--- src/rtl/mips_pkg.sv ---
// Shared datapath package: divider FSM states and sign helpers.
// Helpers work on a MAX_W-wide value; callers zero-extend and truncate to their width.
package mips_pkg;

  localparam int MAX_W = 64;

  typedef logic [MAX_W-1:0] wide_t;

  typedef enum logic [2:0] {
    IDLE = 3'd0,
    PREP = 3'd1,
    ITER = 3'd2,
    FIX  = 3'd3,
    FIN  = 3'd4
  } div_state_e;

  // Two's complement negate when en is set; low bits of the result are correct for any width.
  function automatic wide_t cond_neg(input wide_t v, input logic en);
    wide_t res;
    if (en) begin
      res = wide_t'(0) - v;
    end else begin
      res = v;
    end
    return res;
  endfunction

  // Magnitude of a signed value whose sign bit is msb; unsigned values pass through.
  function automatic wide_t abs_val(input wide_t v, input logic msb, input logic sgn);
    return cond_neg(v, msb & sgn);
  endfunction

endpackage

--- src/rtl/div_unit_param_if.sv ---
// Start/busy/done handshake and operand/result bus of the iterative divider.
interface div_unit_param_if #(parameter int WIDTH = 32);
  logic             start;
  logic             is_signed;
  logic [WIDTH-1:0] dividend;
  logic [WIDTH-1:0] divisor;
  logic             busy;
  logic             done;
  logic             div_by_zero;
  logic [WIDTH-1:0] hi;
  logic [WIDTH-1:0] lo;

  modport master (
    output start, is_signed, dividend, divisor,
    input  busy, done, div_by_zero, hi, lo
  );

  modport slave (
    input  start, is_signed, dividend, divisor,
    output busy, done, div_by_zero, hi, lo
  );
endinterface

--- src/rtl/div_unit_param_div_step.sv ---
// One restoring division step on a {remainder, quotient} pair; swappable for a radix-4 step.
module div_step #(
  parameter int WIDTH = 32
) (
  input  logic [2*WIDTH-1:0] rem,
  input  logic [WIDTH-1:0]   divisor,
  output logic [2*WIDTH-1:0] rem_next
);

  logic [WIDTH:0] top_s;
  logic [WIDTH:0] diff_s;

  // The bit shifted out of the upper half is kept as bit WIDTH so the trial cannot overflow.
  assign top_s  = rem[2*WIDTH-1:WIDTH-1];
  assign diff_s = top_s - {1'b0, divisor};

  // Commit the difference and set the quotient bit when the trial is non-negative.
  always_comb begin
    rem_next = {rem[2*WIDTH-2:0], 1'b0};
    if (diff_s[WIDTH] == 1'b0) begin
      rem_next = {diff_s[WIDTH-1:0], rem[WIDTH-2:0], 1'b1};
    end else begin
      rem_next = {rem[2*WIDTH-2:0], 1'b0};
    end
  end

endmodule

--- src/rtl/div_unit_param.sv ---
// Iterative restoring DIV/DIVU: quotient to lo, remainder to hi, one quotient bit per cycle.
// Define EARLY_OUT_EN to finish immediately when |divisor| > |dividend|.
import mips_pkg::*;

module div_unit_param #(
  parameter int WIDTH = 32
) (
  input  logic             clk,
  input  logic             reset,
  div_unit_param_if.slave  bus
);

  localparam int CNT_W = $clog2(WIDTH) + 1;

  div_state_e         state_r;
  logic [CNT_W-1:0]   cnt_r;
  logic               sgn_r;
  logic               sign_q_r;
  logic               sign_r_r;
  logic [WIDTH-1:0]   dvd_r;
  logic [WIDTH-1:0]   dvs_r;
  logic [WIDTH-1:0]   abs_dvs_r;
  logic [2*WIDTH-1:0] rem_r;
  logic [2*WIDTH-1:0] rem_next_s;
  logic               busy_r;
  logic               done_r;
  logic               dbz_r;
  logic [WIDTH-1:0]   hi_r;
  logic [WIDTH-1:0]   lo_r;
  logic [WIDTH-1:0]   abs_dvd_s;
  logic [WIDTH-1:0]   abs_dvs_s;
  logic               dvs_zero_s;
  logic               early_s;

  assign abs_dvd_s  = WIDTH'(abs_val(wide_t'(dvd_r), dvd_r[WIDTH-1], sgn_r));
  assign abs_dvs_s  = WIDTH'(abs_val(wide_t'(dvs_r), dvs_r[WIDTH-1], sgn_r));
  assign dvs_zero_s = (dvs_r == '0);

`ifdef EARLY_OUT_EN
  assign early_s = (abs_dvs_s > abs_dvd_s);
`else
  assign early_s = 1'b0;
`endif

  div_step #(.WIDTH(WIDTH)) u_step (
    .rem      (rem_r),
    .divisor  (abs_dvs_r),
    .rem_next (rem_next_s)
  );

  // Control FSM with all datapath registers and registered handshake outputs.
  always_ff @(posedge clk or negedge reset) begin
    if (!reset) begin
      state_r   <= IDLE;
      cnt_r     <= '0;
      sgn_r     <= 1'b0;
      sign_q_r  <= 1'b0;
      sign_r_r  <= 1'b0;
      dvd_r     <= '0;
      dvs_r     <= '0;
      abs_dvs_r <= '0;
      rem_r     <= '0;
      busy_r    <= 1'b0;
      done_r    <= 1'b0;
      dbz_r     <= 1'b0;
      hi_r      <= '0;
      lo_r      <= '0;
    end else begin
      case (state_r)
        IDLE: begin
          done_r <= 1'b0;
          if (bus.start) begin
            sgn_r   <= bus.is_signed;
            dvd_r   <= bus.dividend;
            dvs_r   <= bus.divisor;
            dbz_r   <= 1'b0;
            busy_r  <= 1'b1;
            state_r <= PREP;
          end else begin
            busy_r  <= 1'b0;
          end
        end
        PREP: begin
          if (dvs_zero_s) begin
            dbz_r   <= 1'b1;
            busy_r  <= 1'b0;
            done_r  <= 1'b1;
            state_r <= FIN;
          end else if (early_s) begin
            lo_r    <= '0;
            hi_r    <= dvd_r;
            busy_r  <= 1'b0;
            done_r  <= 1'b1;
            state_r <= FIN;
          end else begin
            // Quotient sign is the XOR of operand signs; remainder follows the dividend.
            sign_q_r  <= sgn_r & (dvd_r[WIDTH-1] ^ dvs_r[WIDTH-1]);
            sign_r_r  <= sgn_r & dvd_r[WIDTH-1];
            abs_dvs_r <= abs_dvs_s;
            rem_r     <= {{WIDTH{1'b0}}, abs_dvd_s};
            cnt_r     <= '0;
            state_r   <= ITER;
          end
        end
        ITER: begin
          rem_r <= rem_next_s;
          cnt_r <= cnt_r + CNT_W'(1);
          if (cnt_r == CNT_W'(WIDTH - 1)) begin
            state_r <= FIX;
          end else begin
            state_r <= ITER;
          end
        end
        FIX: begin
          lo_r    <= WIDTH'(cond_neg(wide_t'(rem_r[WIDTH-1:0]), sign_q_r));
          hi_r    <= WIDTH'(cond_neg(wide_t'(rem_r[2*WIDTH-1:WIDTH]), sign_r_r));
          busy_r  <= 1'b0;
          done_r  <= 1'b1;
          state_r <= FIN;
        end
        FIN: begin
          done_r  <= 1'b0;
          state_r <= IDLE;
        end
        default: begin
          busy_r  <= 1'b0;
          done_r  <= 1'b0;
          state_r <= IDLE;
        end
      endcase
    end
  end

  assign bus.busy        = busy_r;
  assign bus.done        = done_r;
  assign bus.div_by_zero = dbz_r;
  assign bus.hi          = hi_r;
  assign bus.lo          = lo_r;

endmodule

--- src/flat_wrapper.sv ---
// flat-port wrapper written by rule: the top's interface ports become plain ports
module div_unit_param_flat 
#(
  parameter int WIDTH = 32
)
  (clk, reset, bus_start, bus_is_signed, bus_dividend, bus_divisor, bus_busy, bus_done, bus_div_by_zero, bus_hi, bus_lo);
  div_unit_param_if #(.WIDTH(WIDTH)) bus_i ();
  input  logic clk;
  input  logic reset;
  input wire logic [$bits(bus_i.start)-1:0] bus_start;
  input wire logic [$bits(bus_i.is_signed)-1:0] bus_is_signed;
  input wire logic [$bits(bus_i.dividend)-1:0] bus_dividend;
  input wire logic [$bits(bus_i.divisor)-1:0] bus_divisor;
  output wire logic [$bits(bus_i.busy)-1:0] bus_busy;
  output wire logic [$bits(bus_i.done)-1:0] bus_done;
  output wire logic [$bits(bus_i.div_by_zero)-1:0] bus_div_by_zero;
  output wire logic [$bits(bus_i.hi)-1:0] bus_hi;
  output wire logic [$bits(bus_i.lo)-1:0] bus_lo;
  assign bus_i.start = bus_start;
  assign bus_i.is_signed = bus_is_signed;
  assign bus_i.dividend = bus_dividend;
  assign bus_i.divisor = bus_divisor;
  assign bus_busy = bus_i.busy;
  assign bus_done = bus_i.done;
  assign bus_div_by_zero = bus_i.div_by_zero;
  assign bus_hi = bus_i.hi;
  assign bus_lo = bus_i.lo;
  div_unit_param #(.WIDTH(WIDTH)) u_core (.clk(clk), .reset(reset), .bus(bus_i));
endmodule
--- config.mk ---
export PLATFORM = sky130hd
export DESIGN_NAME = div_unit_param_flat
export DESIGN_NICKNAME = d
export VERILOG_FILES = /design/src/rtl/mips_pkg.sv /design/src/rtl/div_unit_param_if.sv /design/src/rtl/div_unit_param_div_step.sv /design/src/rtl/div_unit_param.sv /design/src/flat_wrapper.sv
export SDC_FILE = /design/constraint.sdc
export NUM_CORES = 1
export LEC_CHECK = 0
export CAP_MARGIN = 0
export CELL_PAD_IN_SITES_DETAIL_PLACEMENT = 0
export CELL_PAD_IN_SITES_GLOBAL_PLACEMENT = 1
export CORE_MARGIN = 5
export CORE_UTILIZATION = 41
export DETAILED_ROUTE_END_ITERATION = 12
export GPL_ROUTABILITY_DRIVEN = 0
export HOLD_SLACK_MARGIN = 0.03
export PLACE_DENSITY_LB_ADDON = 0.2
export REMOVE_ABC_BUFFERS = 1
export SYNTH_ARGS = -nofsm -noshare
export SYNTH_HDL_FRONTEND = slang
export SYNTH_SLANG_ARGS = --single-unit
export TNS_END_PERCENT = 50
--- constraint.sdc ---
create_clock -name clk -period 2.9 [get_ports clk]
set_clock_uncertainty 0.05 [all_clocks]
set_input_delay 0.725 -clock clk [delete_from_list [all_inputs] [get_ports clk]]
set_output_delay 0.725 -clock clk [all_outputs]
set_load 0.01 [all_outputs]
* After elaboration in Yosys (flattened, before gate mapping) *
Index checks and enable logic that the tools add are counted.

word-level totals
  bits in registers = 239
  input bits = 68
  output and inout port bits = 67
  logic and storage cells = 66

cells by class
  $add $sub $neg = 6
  equality and inequality tests = 8
  muxes and demuxes = 20
  bitwise gates (word level) = 7
  reductions and logical operators = 11

operators by type and width
  kind                                                 number
  2-to-1 mux 32 bit                                    4
  2-to-1 mux 64 bit                                    2
  one-hot mux 64 bit (2 select lines)                  1
  subtractor 1 x 32 -> 32 bit, first input constant    4
  subtractor 33 x 32 -> 33 bit                         1
  logical NOT 32 bit                                   1
  one-hot mux 3 bit (4 select lines)                   1
  one-hot mux 6 bit (2 select lines)                   1
  AND reduction 2 bit                                  5
  adder 6 x 1 -> 6 bit, second input constant          1
  equality test 3 x 2 -> 1 bit, second input constant  2
  equality test 6 x 5 -> 1 bit, second input constant  1
  2-to-1 mux 3 bit                                     2
  2-to-1 mux 6 bit                                     1
  one-hot mux 1 bit (3 select lines)                   2
  2-to-1 mux 1 bit                                     5
  != test 2 bit, second input constant                 2
  nonzero test 2 bit                                   2
  AND 1 bit                                            3
  equality test 3 x 1 -> 1 bit, second input constant  1
  equality test 3 bit, second input constant           1
  logical NOT 3 bit                                    1
  inverter 1 bit                                       3
  AND reduction 3 bit                                  1
  other kinds (4)                                      4

* Depth between registers and ports, before layout *
  depth after elaboration = 4
  depth in mapped cells = 13
  gate-level depth less buffers = 12

* Hierarchy *
Synthesis repeated with hierarchy kept, for this count alone.

second synthesis, totals
  cells, all modules = 1504
  area total of the unflattened synthesis = 14132.3 um2

modules (own cells, without submodules)
  module          times used  cells each  area each (um2)  sequential area each (um2)
  div_unit_param  1           1162        11643.7          5980.7
  div_step        1           342         2488.6           0.0

* Worst setup path after synthesis *
No wires, ideal clock.

  path kind = flip-flop to flip-flop
  start = register u_core.rem_r[31]
  end = register u_core.rem_r[57]
  setup time = 0.135 ns
  arrival time = 2.970 ns
  data required time = 2.715 ns
  path slack = -0.255 ns
  stages on the path, launching flop included = 14
  buffers on the path = 1
  clock period less this slack = 3.155 ns
  cell sequence = dfrtp_1 -> inv_1 -> ha_1 -> fa_1 -> nand2b_1 -> a21oi_1 -> o21ai_1 -> a211oi_1 -> o21ai_1 -> o31ai_4 -> xor2_2 -> buf_2 -> mux2i_1 -> o21ai_0

between the ends
  cells in the longest elaborated chain, start to end = 3

ends and longest elaborated chain
  what                                 line                           text
  from (decl)                          div_unit_param.sv:23           logic [2*WIDTH-1:0] rem_r;
  from (signal assigned)               div_unit_param.sv:100          rem_r <= {{WIDTH{1'b0}}, abs_dvd_s};
  from (signal assigned)               div_unit_param.sv:106          rem_r <= rem_next_s;
  subtractor 33 x 32 -> 33 bit         div_unit_param_div_step.sv:15  assign diff_s = top_s - {1'b0, divisor};
  2-to-1 mux 64 bit                    div_unit_param_div_step.sv:20  if (diff_s[WIDTH] == 1'b0) begin
  one-hot mux 64 bit (2 select lines)  div_unit_param.sv:69           case (state_r)

Every way passes these cells.
A chain may end at the register's enable or synchronous reset.

* Worst setup path after layout *
  start = register u_core.dvs_r[9]
  end = register u_core.rem_r[8]

between the ends
  cells in the longest elaborated chain, start to end = 3

ends and longest elaborated chain
  what                                  line                  text
  from (decl)                           div_unit_param.sv:21  logic [WIDTH-1:0] dvs_r;
  from (signal assigned)                div_unit_param.sv:75  dvs_r <= bus.divisor;
  logical NOT 32 bit                    div_unit_param.sv:37  assign dvs_zero_s = (dvs_r == '0);
  != test 2 bit (no source line)        n/a
  AND reduction 2 bit (no source line)  n/a

Every way passes these cells.

==> flow_metrics.tcl <==
set metrics [dict create \
    outcome "complete, but fails checks" \
    violations "setup timing" \
    hold_viol 0 \
    yosysMostFrequentCell "dfrtp_1" \
    drt_pass1_iterations 6 \
    drive_above_1_share 0.228 \
    drc 0 \
    grt_pass1_vias 11500 \
    antenna_found_initial 0 \
    yosys.area.top_type "dfrtp_1" \
    ys_ff_latch 239 \
    cts_buffers 28 \
    path_class "flip-flop to flip-flop" \
    power_leakage_nw 8.03 \
    synth_edf_count 0 \
    power_density_nw_per_um2 1330 \
    yosys_warnings 0 \
    clkTransAtPathRegs_ps 60 \
    finalMaxSlewViolations 0 \
    clock_latency_ps 550 \
    syn_avg_cell_area_sq_um 9.45 \
    hold-worst-slack_ps 59.7 \
    track_usage 0.204 \
    syn_inst 1455 \
    synth_common_cells "dfrtp_1, nand2_1, o21ai_0, xor2_1, nor2_1" \
    die_w_um 193 \
    drt_iter0_drc 682 \
    critPathCaptureType "flip-flop" \
    antenna_cells 0 \
    synthArstFlopShare 1.00 \
    pwr-share-seq 0.257 \
    cap_violations 0 \
    avgRoutedWirePerCell_um 17.6 \
    fmax_ghz 0.330 \
    hold_path.class "input pin to async pin" \
    worst_slack_ps -127 \
    vdd_drop_max_mv 0.535 \
    dp_cells 2126 \
    combPwrFrac 0.593 \
    cp_max_fo 5 \
    netlist_area_sq_um 13800 \
    die_h_um 193 \
    relSlewSlack 0.435 \
    min_period_over_period 1.04 \
    switching_share 0.417 \
    cts-root-buf "clkbuf_16" \
    vias_per_cell 5.29 \
    antenna_left 0 \
    min_period_ps 3030 \
    core_area_sq_um 33400 \
    htree_levels 1 \
    vias 11600 \
    rows 67 \
    cts_tree "built" \
    portBuffers 134 \
    num_io_pins 135 \
    setup_viol 69 \
    initial_core_util 0.412 \
    crit_path_start_kind "flip-flop" \
    yosys_most_used_dff "dfrtp_1" \
    hpwl_um 27500 \
    synth_top_cell_area_share 0.435 \
    synth_area_leaders "dfrtp_1, o21ai_0, xor2_1" \
    nNetsFinal 1838 \
    clkPwrFrac 0.150 \
    syn2layout_area_growth_pct 34.7 \
    p_int_mw 14.4 \
    yosysSeqAreaShare 0.435 \
    layout.cells.non_filler 2201 \
    grt_pass1_wl_um 61500 \
    rsz0062_at_grt "true" \
    dieArea_sq_um 37300 \
    clk_path_buf_depth 3 \
    worst_pin_slew_ps 847 \
    worstPathRequired_ps 3270 \
    grt-ovfl-total 0 \
    grt_max_degree 69 \
    switchingPower_mw 10.3 \
    cp_data_arrival_time_ps 3400 \
    wirelength_um 38800 \
    synth_cell_type_count 77 \
    cts.sinks 239 \
]
==> flip-flops by register name, indices dropped and copies added (netlist names) <==
register,count
u_core.dvs_r,32
u_core.bus.done,1
u_core.cnt_r,6
u_core.dvd_r,32
u_core.sign_r_r,1
u_core.bus.busy,1
u_core.sgn_r,1
u_core.bus.hi,32
u_core.rem_r,64
u_core.abs_dvs_r,32
u_core.sign_q_r,1
u_core.state_r,3
u_core.bus.lo,32
u_core.bus.div_by_zero,1
==> final timing paths <==
path / start / end / slack [ps] / cells past startpoint
min in group clk: u_core.bus.hi[29] / u_core.bus.hi[29] / 420 / 2
max in group asynchronous: reset / u_core.bus.hi[12] / 1960 / 2
hold / removal: reset / u_core.bus.hi[17] / 60 / 1
hold reg to reg: u_core.bus.hi[29] / u_core.bus.hi[29] / 420 / 2
setup reg to reg: u_core.dvs_r[9] / u_core.rem_r[8] / -130 / 11
setup / recovery: u_core.dvs_r[9] / u_core.rem_r[8] / -130 / 11
==> layout make-up <==
class                           count  area [sq um]
Tap cell                          448           561
Clock buffer                       39           803
Timing Repair Buffer              324          3110
Fill cell                        3097         14800
Multi-Input combinational cell   1083          7700
Inverter                           56           210
Clock inverter                     12           169
Sequential cell                   239          5980
==> worst max-delay path, stage by stage (launching register included) <==
cell     delay, ps
dfrtp_1        380
or4_4          560
or3_4          400
nor3_4         240
nand3_4        130
nor4_4         240
buf_4          190
nor2_4          50
nand2_4        150
buf_12         160
nor2_2          40
a221o_2        290
==> through the flow <==
stage	TNS [ps]	area [sq um]	power (mW)	setup slack, ps	utilization
CTS	-4290	18100	24.2	-196	0.541
global placement	-10790	16700	19.1	-300	0.501
floorplan	-301150	13400	14.1	-3190	-
global route	-14520	18500	26.6	-240	0.555
detailed placement	-16110	16700	19.4	-394	0.501
finish	-5030	18500	24.6	-127	0.555
==> timing repair <==
action	CTS	global route
resized for setup	50	100
hold endpoints to repair	0	0
endpoints found under the setup margin	102	114
pin swaps	15	43
gates cloned	4	4
hold buffers	0	0
buffers inserted	9	11
==> per-layer routing <==
metal  vias to the layer above  global-route usage  wire length [um]
li1                       5702                   -                 -
met3                        51              0.0220              1360
met4                         0              0.0441               915
met1                      5681               0.292             18300
met2                       206               0.336             18100
met5                         -                   0                 0
==> cell families after synthesis <==
group                      after synthesis  synth area share
buffers and inverters                  133            0.0425
muxes                                   93            0.0731
adders and majority gates               38            0.0351
and+or+nand+nor                        430             0.149
xor gates and xnor gates               145            0.0929
DFF                                    239             0.435
AOI/OAI and AO/OA                      377             0.173
==> cells in the final DEF (no fill, tap or decap), drive strengths merged, types with 20 or more instances in the layout <==
cell type,Yosys,layout
inv,56,56
clkbuf,56,43
nand2,190,190
mux2i,34,34
a221o,21,21
xor2,99,99
nor2,87,87
buf,19,187
o31ai,26,26
a21oi,51,51
clkdlybuf4s50,1,133
o21ai,196,196
mux2,59,59
nor3,20,20
ha,37,37
dfrtp,239,239
xnor2,46,46
nand3,52,52
==> power by group through the flow <==
stage / registers (mW) / clock network (mW) / logic, mW
floorplan: 6.31 / 0 / 7.82
global placement: 6.23 / 0 / 12.9
detailed placement: 6.29 / 0 / 13.1
CTS: 6.26 / 3.81 / 14.1
global route: 6.55 / 3.94 / 16.1
finish: 6.33 / 3.70 / 14.6
No activity file was read; power rests on OpenSTA's default activity.
